File: config.mk
export PLATFORM = sky130hd
export DESIGN_NAME = multicycle_ctrl
export DESIGN_NICKNAME = d
export VERILOG_FILES = /design/src/rtl/multicycle_ctrl.sv
export SDC_FILE = /design/constraint.sdc
export NUM_CORES = 1
export LEC_CHECK = 0
export BUFFER_PORTS_ARGS = -buffer_cell sky130_fd_sc_hd__buf_2
export CAP_MARGIN = 20
export CORE_MARGIN = 4
export CORE_UTILIZATION = 48
export DETAILED_ROUTE_END_ITERATION = 8
export PLACE_DENSITY = 0.85
export SETUP_SLACK_MARGIN = 0.15
export SLEW_MARGIN = 20
export SYNTH_ARGS = -nofsm -noshare
export SYNTH_HDL_FRONTEND = slang
export SYNTH_SLANG_ARGS = --single-unit
File: constraint.sdc
create_clock -name clk_i -period 2 [get_ports clk_i]
set_clock_uncertainty 0.05 [all_clocks]
set_input_delay 0.3 -clock clk_i [delete_from_list [all_inputs] [get_ports clk_i]]
set_output_delay 0.3 -clock clk_i [all_outputs]
set_load 0.1 [all_outputs]
File: src/rtl/multicycle_ctrl.sv
// Multi-cycle main controller: sequences fetch/decode/execute/memory/write-back
// for the shared-ALU datapath and stalls on the memory ready handshake.
module multicycle_ctrl (
  input  logic       clk_i,
  input  logic       rst_i,
  input  logic [5:0] instr_op_i,
  input  logic       mem_ready_i,
  output logic       pc_write_o,
  output logic       pc_write_cond_o,
  output logic       ir_write_o,
  output logic       mem_read_o,
  output logic       mem_write_o,
  output logic       reg_write_o,
  output logic [2:0] alu_op_o,
  output logic       alu_src_a_o,
  output logic [1:0] alu_src_b_o,
  output logic [1:0] pc_src_o,
  output logic [1:0] reg_dst_o,
  output logic [1:0] mem_to_reg_o,
  output logic       illegal_o,
  output logic [3:0] state_o
);

  localparam int unsigned OP_W = 6;

  localparam logic [OP_W-1:0] OP_R    = OP_W'(0);
  localparam logic [OP_W-1:0] OP_J    = OP_W'(2);
  localparam logic [OP_W-1:0] OP_JAL  = OP_W'(3);
  localparam logic [OP_W-1:0] OP_BEQ  = OP_W'(4);
  localparam logic [OP_W-1:0] OP_ADDI = OP_W'(8);
  localparam logic [OP_W-1:0] OP_SLTI = OP_W'(10);
  localparam logic [OP_W-1:0] OP_LW   = OP_W'(35);
  localparam logic [OP_W-1:0] OP_SW   = OP_W'(43);

  typedef enum logic [3:0] {
    FETCH    = 4'd0,
    DECODE   = 4'd1,
    EXEC_R   = 4'd2,
    EXEC_I   = 4'd3,
    MEM_ADDR = 4'd4,
    MEM_RD   = 4'd5,
    MEM_WR   = 4'd6,
    WB_MEM   = 4'd7,
    WB_ALU   = 4'd8,
    BRANCH   = 4'd9,
    JUMP     = 4'd10
  } state_t;

  state_t          state_q, state_d;
  logic [OP_W-1:0] op_q;

  logic       pc_write_c, pc_write_cond_c, ir_write_c, mem_read_c, mem_write_c;
  logic       reg_write_c, alu_src_a_c, illegal_c;
  logic [2:0] alu_op_c;
  logic [1:0] alu_src_b_c, pc_src_c, reg_dst_c, mem_to_reg_c;

  // State and opcode registers; the opcode is captured as DECODE retires.
  always_ff @(posedge clk_i or negedge rst_i) begin
    if (!rst_i) begin
      state_q <= FETCH;
      op_q    <= '0;
    end else begin
      state_q <= state_d;
      if (state_q == DECODE) op_q <= instr_op_i;
    end
  end

  // Next-state and Moore output decode.
  always_comb begin
    state_d         = state_q;
    pc_write_c      = 1'b0;
    pc_write_cond_c = 1'b0;
    ir_write_c      = 1'b0;
    mem_read_c      = 1'b0;
    mem_write_c     = 1'b0;
    reg_write_c     = 1'b0;
    alu_src_a_c     = 1'b0;
    illegal_c       = 1'b0;
    alu_op_c        = 3'b000;
    alu_src_b_c     = 2'b00;
    pc_src_c        = 2'b00;
    reg_dst_c       = 2'b00;
    mem_to_reg_c    = 2'b00;
    case (state_q)
      FETCH: begin
        mem_read_c  = 1'b1;
        alu_src_b_c = 2'b01;
        alu_op_c    = 3'b101;
        if (mem_ready_i) begin
          ir_write_c = 1'b1;
          pc_write_c = 1'b1;
          state_d    = DECODE;
        end
      end
      DECODE: begin
        alu_src_b_c = 2'b11;
        alu_op_c    = 3'b101;
        case (instr_op_i)
          OP_R:             state_d = EXEC_R;
          OP_ADDI, OP_SLTI: state_d = EXEC_I;
          OP_LW, OP_SW:     state_d = MEM_ADDR;
          OP_BEQ:           state_d = BRANCH;
          OP_J, OP_JAL:     state_d = JUMP;
          default: begin
            illegal_c = 1'b1;
            state_d   = FETCH;
          end
        endcase
      end
      EXEC_R: begin
        alu_src_a_c = 1'b1;
        state_d     = WB_ALU;
      end
      EXEC_I: begin
        alu_src_a_c = 1'b1;
        alu_src_b_c = 2'b10;
        alu_op_c    = (op_q == OP_SLTI) ? 3'b011 : 3'b010;
        state_d     = WB_ALU;
      end
      MEM_ADDR: begin
        alu_src_a_c = 1'b1;
        alu_src_b_c = 2'b10;
        alu_op_c    = 3'b101;
        state_d     = (op_q == OP_LW) ? MEM_RD : MEM_WR;
      end
      MEM_RD: begin
        mem_read_c = 1'b1;
        if (mem_ready_i) state_d = WB_MEM;
      end
      MEM_WR: begin
        mem_write_c = 1'b1;
        if (mem_ready_i) state_d = FETCH;
      end
      WB_MEM: begin
        reg_write_c  = 1'b1;
        mem_to_reg_c = 2'b01;
        state_d      = FETCH;
      end
      WB_ALU: begin
        reg_write_c = 1'b1;
        reg_dst_c   = (op_q == OP_R) ? 2'b01 : 2'b00;
        state_d     = FETCH;
      end
      BRANCH: begin
        alu_src_a_c     = 1'b1;
        alu_op_c        = 3'b001;
        pc_write_cond_c = 1'b1;
        pc_src_c        = 2'b01;
        state_d         = FETCH;
      end
      JUMP: begin
        pc_write_c = 1'b1;
        pc_src_c   = 2'b10;
        if (op_q == OP_JAL) begin
          reg_write_c  = 1'b1;
          reg_dst_c    = 2'b10;
          mem_to_reg_c = 2'b10;
          alu_op_c     = 3'b100;
        end
        state_d = FETCH;
      end
      default: state_d = FETCH;
    endcase
  end

  // Outputs are held low for as long as reset is asserted.
  assign pc_write_o      = rst_i & pc_write_c;
  assign pc_write_cond_o = rst_i & pc_write_cond_c;
  assign ir_write_o      = rst_i & ir_write_c;
  assign mem_read_o      = rst_i & mem_read_c;
  assign mem_write_o     = rst_i & mem_write_c;
  assign reg_write_o     = rst_i & reg_write_c;
  assign alu_src_a_o     = rst_i & alu_src_a_c;
  assign illegal_o       = rst_i & illegal_c;
  assign alu_op_o        = {3{rst_i}} & alu_op_c;
  assign alu_src_b_o     = {2{rst_i}} & alu_src_b_c;
  assign pc_src_o        = {2{rst_i}} & pc_src_c;
  assign reg_dst_o       = {2{rst_i}} & reg_dst_c;
  assign mem_to_reg_o    = {2{rst_i}} & mem_to_reg_c;
  assign state_o         = state_q;

endmodule
==> impl_metrics.ini, run 1 <==
[placed_design]
hpwlAfterDp_um = 2597
place.gp.congestion = 0.8844
dp_cells = 162
placed_cell_area_sq_mm = 0.001567
port-buffer-count = 31

[logic_synthesis]
postSynthCellCount = 105
syn_nets = 114
yosys.area.top_type_share_pct = 28.61
yosys_warnings = 0
synth_top_area_cell = dfrtp_1
synth_area_sq_um = 874.6
synthArstFlopShare_pct = 100.0
yosys-top-cells-area = dfrtp_1 29%, mux2_2 9.0%, nor2_1 5.2%, nor2b_1 5.0%, a21oi_1 3.4%
ys_ff_latch = 10
avgSynthCellArea_sq_um = 8.329
yosysUniqueCellTypes = 39
synth_edf_count = 0
synth_ff_type = dfrtp_1
ys_seq_area_share_pct = 28.61

[floorplan]
die_h_um = 50.69
initial_core_util_pct = 50.65
die_w_um = 50.69
io_pins = 32
placementRows = 15

[clock_tree]
post_cts_buffers = 20
ctsHtreeMaxLevel = 1
holdBufCountCts = 0
cts-resized-gates = 21
root_buffer = clkbuf_4
cts-buffers-inserted = 3
clkSinkCount = 10
clockBufferDepth = 2

[status]
failing_step = 4_1_cts
tool.error = [ERROR DPL-0038] Utilization greater than 100%, impossible to legalize
status = did not finish
## synth_stat cells, types with 2 or more instances
master	number
nor2b_1	7
nor2_1	12
nor3b_1	3
dfrtp_1	10
nand2b_1	2
and2_1	3
nand2_1	8
nand3_1	2
inv_1	3
a21oi_1	6
mux2_2	7
o211a_1	2
nor3_1	5
buf_2	3
clkbuf_1	3
o21ai_0	3
o21a_1	4
## logic make-up after synthesis
logic type      synth area share (%)
simple gates                   35.34
flops                          28.61
buf+inv                        4.720
compound gates                 21.03
mux                            10.30
## metrics by stage
step	worst slack, ns	setup TNS (ns)
detailed placement	0.02664	0
global placement	0.07895	0
floorplan	-0.5325	-2.832
==> inputs of run 2 (changes only) <==
--- a/config.mk
+++ b/config.mk
@@ -7,11 +7,10 @@
 export LEC_CHECK = 0
 export BUFFER_PORTS_ARGS = -buffer_cell sky130_fd_sc_hd__buf_2
 export CAP_MARGIN = 20
-export CORE_MARGIN = 4
-export CORE_UTILIZATION = 48
+export CORE_AREA = 4 4 65 67
 export DETAILED_ROUTE_END_ITERATION = 8
-export PLACE_DENSITY = 0.85
-export SETUP_SLACK_MARGIN = 0.15
+export DIE_AREA = 0 0 69 71
+export PLACE_DENSITY_LB_ADDON = 0.15
 export SLEW_MARGIN = 20
 export SYNTH_ARGS = -nofsm -noshare
 export SYNTH_HDL_FRONTEND = slang
==> run 2 against run 1 <==
The flow now finishes, with violations (setup timing). Synthesized cell count did not move. Area after synthesis unchanged.
==> impl_metrics.ini, run 2 <==
[critical_path]
cp-start-kind = register
reg2reg_slack_ns = 0.25
critPathKind = reg2out
r2r-start = state_o[3]$_DFFE_PN0P_
cp.arrival_ns = 1.73
crit_fanout = 4
startpoint = op_q[4]$_DFFE_PN0P_
path_cells = or3_4, and4bb_2, and2_4, buf_12
max_stage_delay_ns = 0.42
worst_ep_required_time_ns = 1.65
critPathBufInv = 1
end_kind = output pin
critPathTopFamily = simple AND/OR/NAND/NOR gates
slowest_stage = or3_4

[logic_synthesis]
synth_area_sq_um = 874.6
yosys.area.top_type_share_pct = 28.61
postSynthCellCount = 105
synthArstFlopShare_pct = 100.0
ys_seq_area_share_pct = 28.61
yosysUniqueCellTypes = 39
yosys_warnings = 0
synth_commonest_cells = 12 x nor2_1, 10 x dfrtp_1, 8 x nand2_1
yosys-top-cells-area = dfrtp_1 29%, mux2_2 9.0%, nor2_1 5.2%, nor2b_1 5.0%, a21oi_1 3.4%
avgSynthCellArea_sq_um = 8.329
synth_ff_type = dfrtp_1
syn_nets = 114
synth_edf_count = 0
synth_most_common_cell = nor2_1
synth_top_area_cell = dfrtp_1
ys_ff_latch = 10

[layout]
final_nets = 169
register_area_sq_um = 265.3
multiInputGateArea_sq_um = 828.3
area_delta_synth_final_pct = 116.3
layout-drive-gt1-share_pct = 68.55
fin_util_pct = 52.07
final_common_cell = buf_4
largest_reg_flops = 6
diodes = 0
layout_common_cells = 22 x buf_4, 21 x buf_12, 12 x buf_2
regMostFlops = op_q
fillCellCount = 328

[floorplan]
die_h_um = 71
io_pins = 32
die_w_um = 69
placementRows = 22
die-area_sq_mm = 0.004899
initial_core_util_pct = 24.07
core_area_sq_mm = 0.003633

[sta]
setup_violations = 5
fin_setup_tns_ns = -0.3011
min_period_over_period_pct = 104.0
min_period_ns = 2.079
finalHoldViolCount = 0
clock.fmax_mhz = 481.0
slew-limit-headroom_pct = 67.89
setup_ws_ns = -0.07909
drv_slew = 0
worstMarginPinSlew_ns = 0.4850
rsz0062_at_grt = true

[grt]
grt.total_usage_pct = 13.00
antenna_found_initial = 0
grt-ovfl-total = 0
grt_pass1_vias = 1070
grt_pass1_wl_um = 5340
grt_max_degree = 15

[placed_design]
port-buffer-count = 31
place.gp.congestion = 0.7804
hpwlAfterDp_um = 2266

[drt]
drtIter0Drc = 35
avgRoutedWirePerCell_um = 14.50
dr.pass1.iters = 4
vias = 979
ant_nets = 0
drt-total-wl_um = 3002
via_per_inst = 4.729
drc_errors = 0

[clock_tree]
cts_tree = built
holdBufCountCts = 0
root_buffer = clkbuf_8
ctsHtreeMaxLevel = 1
cts-buffers-inserted = 3
clock_latency_ns = 0.23
clk_pin_slew_ns = 0.05
clkSinkCount = 10
clockBufferDepth = 2

[status]
violations = setup timing
status = finished with violations

[flow_run]
cap_violations = 0

[worst_hold_path]
hold_path.class = in2async
## run 2: cell counts after synthesis
No cell type changed its count.
## run 2: final timing paths
| path | endpoint | cells after the start |
|---|---|---|
| max in group asynchronous | state_o[0]$_DFFE_PN0P_ | 2 |
| hold / removal | state_o[1]$_DFFE_PN0P_ | 2 |
| setup / recovery | mem_to_reg_o[1] | 4 |
| hold reg to reg | op_q[1]$_DFFE_PN0P_ | 1 |
| setup reg to reg | state_o[1]$_DFFE_PN0P_ | 6 |
| min in group clk_i | op_q[0]$_DFFE_PN0P_ | 2 |
## run 2: per-layer routing
metal	part of all wire, %	vias to the layer above	global-route usage [%]
met5	0	-	0
met4	0.63	0	3.254
met3	4.4	2	2.557
met2	52	25	23.09
met1	43	463	16.10
li1	-	489	-
## run 2: logic make-up after synthesis
kind of cell / count (synthesis) / synth area share [%]
buffers and inverters: 10 / 4.720
AO/OA/AOI/OAI: 25 / 21.03
multiplexers: 8 / 10.30
flip-flops: 10 / 28.61
AND/OR/NAND/NOR: 52 / 35.34
## run 2: final cells by class
cell class	instances	share of cell area (%)
tap	48	3.175
multi-input combinational	85	43.78
timing repair buffer	57	35.52
sequential	10	14.02
clock buffer	4	2.910
inverter	3	0.5952
## run 2: stage by stage
step | hold WS (ns) | instance area [sq um] | cells | setup WS, ns
floorplan | -0.04559 | 1081 | 105 | -0.5325
global placement | 0.4572 | 1593 | 186 | 0.04536
detailed placement | 0.4754 | 1593 | 186 | 0.07058
CTS | 0.2346 | 1804 | 201 | -0.06044
global route | 0.2733 | 1892 | 207 | -0.1309
finish | 0.2426 | 1892 | 207 | -0.07909
## run 2: repair_timing
action,in CTS,in global routing
setup buffers,11,6
pin swaps,8,2
setup endpoints to repair,10,11
resized for setup,11,8
Power of run 2 is not shown: default switching activity piles up to over one toggle a cycle in this logic, so the estimate is an artifact.
==> inputs of run 3 (changes only) <==
==> constraint.sdc (replaced) <==
create_clock -name clk_i -period 1.8 [get_ports clk_i]
set_clock_uncertainty 0.05 [all_clocks]
set_input_delay 0.27 -clock clk_i [delete_from_list [all_inputs] [get_ports clk_i]]
set_output_delay 0.27 -clock clk_i [all_outputs]
set_load 0.1 [all_outputs]
==> run 3 against run 2 <==
Final cell count is 4.8% higher. Die area is the same. Worst hold slack lost 0.13 ns. Routed wire length is 2.7% higher. The flow still finishes with violations (setup timing). Highest routed layer unchanged. Critical path depth unchanged. Utilization is 2.5 points higher. Sequential share of layout area is 0.65 points lower. Via count is 8.7% higher.
==> impl_metrics.ini, run 3 (synthesized netlist as in run 2, its figures left out) <==
[drt]
drtIter0Drc = 16
vias = 1064
dr.pass1.iters = 4
via_per_inst = 4.903
drt-total-wl_um = 3082
drc_errors = 0
avgRoutedWirePerCell_um = 14.20
ant_nets = 0

[layout]
diodes = 0
final_area_sq_mm = 0.001983
fin_util_pct = 54.58
area_delta_synth_final_pct = 126.8
final_nets = 179
layout_common_cells = 25 x buf_4, 19 x buf_12, 11 x buf_2, 10 x buf_6, 7 x mux2_2
regMostFlops = op_q
layout-drive-gt1-share_pct = 71.01
final_common_cell = buf_4
largest_reg_flops = 6

[grt]
grt_max_degree = 11
grt_pass1_wl_um = 5216
grt_pass1_vias = 1076
busiest_layer = met2
grt-ovfl-total = 0
met3_usage_pct = 2.841
grt.total_usage_pct = 12.64
use_met2_pct = 23.20
use_met1_pct = 14.71
antenna_found_initial = 0

[critical_path]
end_kind = output pin
critPathKind = reg2out
max_stage_delay_ns = 0.40
critPathTopFamily = simple AND/OR/NAND/NOR gates
path_cells = or3_4, and4bb_2, and2_4, buf_12
r2r-end = state_o[1]$_DFFE_PN0P_
slowest_stage = or3_4
worst_ep_required_time_ns = 1.48
cp-start-kind = register
reg2reg_depth = 6
reg2reg_slack_ns = 0.11
critPathBufInv = 1
r2r-start = state_o[1]$_DFFE_PN0P_
crit_fanout = 4
cp.arrival_ns = 1.71

[sta]
setup_ws_ns = -0.2265
drv_slew = 0
min_period_ns = 2.026
holdWs_ns = 0.1108
finalHoldViolCount = 0
min_period_over_period_pct = 112.6
rsz0062_at_grt = true
clock.fmax_mhz = 493.5
slew-limit-headroom_pct = 67.77
setup_violations = 13
worstMarginPinSlew_ns = 0.4868

[floorplan]
die-area_sq_mm = 0.004899
die_h_um = 71
placementRows = 22
initial_core_util_pct = 24.07
die_w_um = 69
io_pins = 32
core_area_sq_mm = 0.003633

[status]
violations = setup timing
status = finished with violations

[flow_run]
cap_violations = 0

[clock_tree]
cts_tree = built
root_buffer = clkbuf_8
cts-buffers-inserted = 3
ctsHtreeMaxLevel = 1
clk_pin_slew_ns = 0.05
clock_latency_ns = 0.24
clockBufferDepth = 2
clkSinkCount = 10

[placed_design]
hpwlAfterDp_um = 2382
port-buffer-count = 31
place.gp.congestion = 0.7723
placed_cell_area_sq_mm = 0.001700
detailedPlace.worstSlack_ns = -0.07712

[worst_hold_path]
hold_path.class = in2async
-- run 3: cell types whose count changed in the layout (fill, tap and decap cells not counted), moves of 2 or more --
cell    change
buf_12      -2
buf_4       +3
buf_6       +9
nor2_2      -4
nor2_4      +4
-- run 3: worst max-delay path by stage --
stage | cells after the start | start | end
floorplan | 3 | state_o[3]$_DFFE_PN0P_ | pc_write_o
global placement | 5 | op_q[2]$_DFFE_PN0P_ | alu_op_o[0]
detailed placement | 5 | op_q[2]$_DFFE_PN0P_ | alu_op_o[0]
CTS | 4 | op_q[2]$_DFFE_PN0P_ | reg_dst_o[1]
global route | 5 | op_q[2]$_DFFE_PN0P_ | alu_op_o[0]
finish | 4 | op_q[2]$_DFFE_PN0P_ | reg_dst_o[1]
-- run 3: routing by layer --
| metal | vias to the layer above | share of wire, % |
|---|---|---|
| li1 | 509 | - |
| met1 | 518 | 41 |
| met2 | 31 | 52 |
| met3 | 6 | 4.5 |
| met4 | 0 | 2.0 |
| met5 | - | 0 |
-- run 3: final cells by class --
type	instances	area, sq um
Inverter	3	11.26
Multi-Input combinational cell	85	838.3
Fill cell	329	1650
Tap cell	48	60.06
Clock buffer	4	55.05
Sequential cell	10	265.3
Timing Repair Buffer	67	753.2
-- run 3: repair_timing --
action                     CTS  global route
hold endpoints to repair     3             0
hold buffers                 1             0
resized for setup           14            18
setup buffers                8             6
setup endpoints to repair   17            18
pin swaps                   11             6
-- run 3: stage by stage --
stage	setup TNS, ns	std cells
floorplan	-5.381	105
global placement	-0.1193	199
detailed placement	-0.07811	199
CTS	-2.175	212
global route	-2.747	217
finish	-1.881	217
Power of run 3 is left out for the same reason.
==> inputs of run 4 (changes only) <==
--- a/config.mk
+++ b/config.mk
@@ -11,7 +11,7 @@
 export DETAILED_ROUTE_END_ITERATION = 8
 export DIE_AREA = 0 0 69 71
 export PLACE_DENSITY_LB_ADDON = 0.15
-export SLEW_MARGIN = 20
+export REMOVE_ABC_BUFFERS = 1
 export SYNTH_ARGS = -nofsm -noshare
 export SYNTH_HDL_FRONTEND = slang
 export SYNTH_SLANG_ARGS = --single-unit
==> run 4 against run 3 <==
The run still ends with setup timing left. Design area decreased by 1.5%. Sequential share of layout area decreased by 0.32 points. Die area unchanged.
==> impl_metrics.ini, run 4 (synthesized netlist as in run 2, its figures left out) <==
[status]
status = finished with violations
violations = setup timing

[grt]
grt-ovfl-total = 0
grt_max_degree = 13
antenna_found_initial = 0
grt_pass1_wl_um = 5409
grt.total_usage_pct = 13.22
grt_pass1_vias = 1048

[critical_path]
reg2reg_slack_ns = 0.01
crit_fanout = 4
end_kind = output pin
r2r-start = state_o[3]$_DFFE_PN0P_
max_stage_delay_ns = 0.42
r2r-end = state_o[1]$_DFFE_PN0P_
cp-start-kind = register
path_cells = or3_4, and4bb_2, o21a_1, buf_12
worst_ep_required_time_ns = 1.48
reg2reg_depth = 6
cp.arrival_ns = 1.75
slowest_stage = or3_4
critPathKind = reg2out

[sta]
setup_violations = 14
rsz0062_at_grt = true
min_period_ns = 2.070
setup_ws_ns = -0.2697
slew-limit-headroom_pct = 66.92
fin_setup_tns_ns = -2.092
min_period_over_period_pct = 115.0
clock.fmax_mhz = 483.2
finalHoldViolCount = 0
drv_slew = 0
worstMarginPinSlew_ns = 0.4996

[layout]
layout_common_cells = 32 x buf_4, 20 x buf_12, 10 x buf_2, 10 x buf_6
fin_util_pct = 53.79
diodes = 0
layout-drive-gt1-share_pct = 66.29
final_nets = 185
regMostFlops = op_q
fillCellCount = 325
area_delta_synth_final_pct = 123.5
final_area_sq_mm = 0.001954
final_common_cell = buf_4
largest_reg_flops = 6

[drt]
drtIter0Drc = 55
avgRoutedWirePerCell_um = 14.75
vias = 1053
ant_nets = 0
via_per_inst = 4.722
drc_errors = 0
dr.pass1.iters = 4
drt-total-wl_um = 3290

[floorplan]
placementRows = 22
core_area_sq_mm = 0.003633
initial_core_util_pct = 24.07
die_h_um = 71
die-area_sq_mm = 0.004899
io_pins = 32
die_w_um = 69

[power]
sw_frac_of_total_pct = 50.87
p_seq_share_pct = 12.4
switchingPower_mw = 2.098
p_int_mw = 2.026
cellPowerDensity_mw_per_mm2 = 2110
combPwrFrac_pct = 81.1
clockPowerShare_pct = 6.6
peakVddDrop_mv = 0.8945
p_leak_nw = 0.8339

[placed_design]
placed_cell_area_sq_mm = 0.001570
place.gp.congestion = 0.8132
port-buffer-count = 31
hpwlAfterDp_um = 2414

[flow_run]
cap_violations = 0

[clock_tree]
clk_pin_slew_ns = 0.04
clkSinkCount = 10
cts-buffers-inserted = 3
cts_tree = built
holdBufCountCts = 0
clock_latency_ns = 0.23
ctsHtreeMaxLevel = 1
clockBufferDepth = 2
root_buffer = clkbuf_8

[worst_hold_path]
hold_path.class = in2async
## run 4: worst max path at each step
stage	from	to	slack [ns]	cells after the start
2_1_floorplan	state_o[3]$_DFFE_PN0P_	pc_write_o	-3.10	3
3_3_place_gp	op_q[2]$_DFFE_PN0P_	alu_op_o[0]	-0.21	5
3_5_place_dp	op_q[2]$_DFFE_PN0P_	alu_op_o[0]	-0.20	5
4_1_cts	op_q[5]$_DFFE_PN0P_	alu_op_o[0]	-0.29	5
5_1_grt	op_q[5]$_DFFE_PN0P_	alu_op_o[0]	-0.33	5
6_report	op_q[5]$_DFFE_PN0P_	reg_write_o	-0.27	4
## run 4: per-stage QoR
stage	setup slack, ns	std cells	power [mW]	hold slack [ns]
6_report	-0.2697	223	4.124	0.08333
5_1_grt	-0.3253	223	4.330	0.1158
4_1_cts	-0.2887	210	3.711	0.07222
3_5_place_dp	-0.1987	203	3.205	0.3234
3_3_place_gp	-0.2117	203	3.182	0.3268
2_1_floorplan	-3.096	98	2.101	-0.07559
## run 4: layout make-up
| type | instances | area, sq um | share of cell area (%) |
|---|---|---|---|
| clock buffer | 4 | 55.05 | 2.817 |
| inverter | 3 | 11.26 | 0.5762 |
| multi-input combinational | 85 | 744.5 | 38.09 |
| sequential | 10 | 255.2 | 13.06 |
| tap | 48 | 60.06 | 3.073 |
| timing repair buffer | 73 | 828.3 | 42.38 |
## run 4: timing repair
item                                    4_1_cts  5_1_grt
gates resized for setup                      24       27
buffers inserted                              3       15
pin swaps                                     5        6
endpoints found under the setup margin       18       19
## run 4: routing by layer
metal	track usage (%)	routed length, um
met5	0	0
met4	5.206	31
met2	22.46	1640
met1	16.72	1485
met3	2.131	132
## run 4: power by group through the flow
| stage | combinational, mW | sequential, mW | clock [mW] |
|---|---|---|---|
| finish | 3.34 | 0.511 | 0.270 |
| global route | 3.52 | 0.528 | 0.288 |
| CTS | 2.91 | 0.516 | 0.283 |
| detailed placement | 2.73 | 0.476 | 0 |
| global placement | 2.70 | 0.477 | 0 |
| floorplan | 1.33 | 0.775 | 0 |
## run 4: critical path, delay by kind of cell (launching register included)
kind | cells | cell delay [ns]
buf+inv | 1 | 0.18
flops | 1 | 0.38
simple gates | 2 | 0.77
compound gates | 1 | 0.18
No activity file was read; power rests on OpenSTA's default activity.
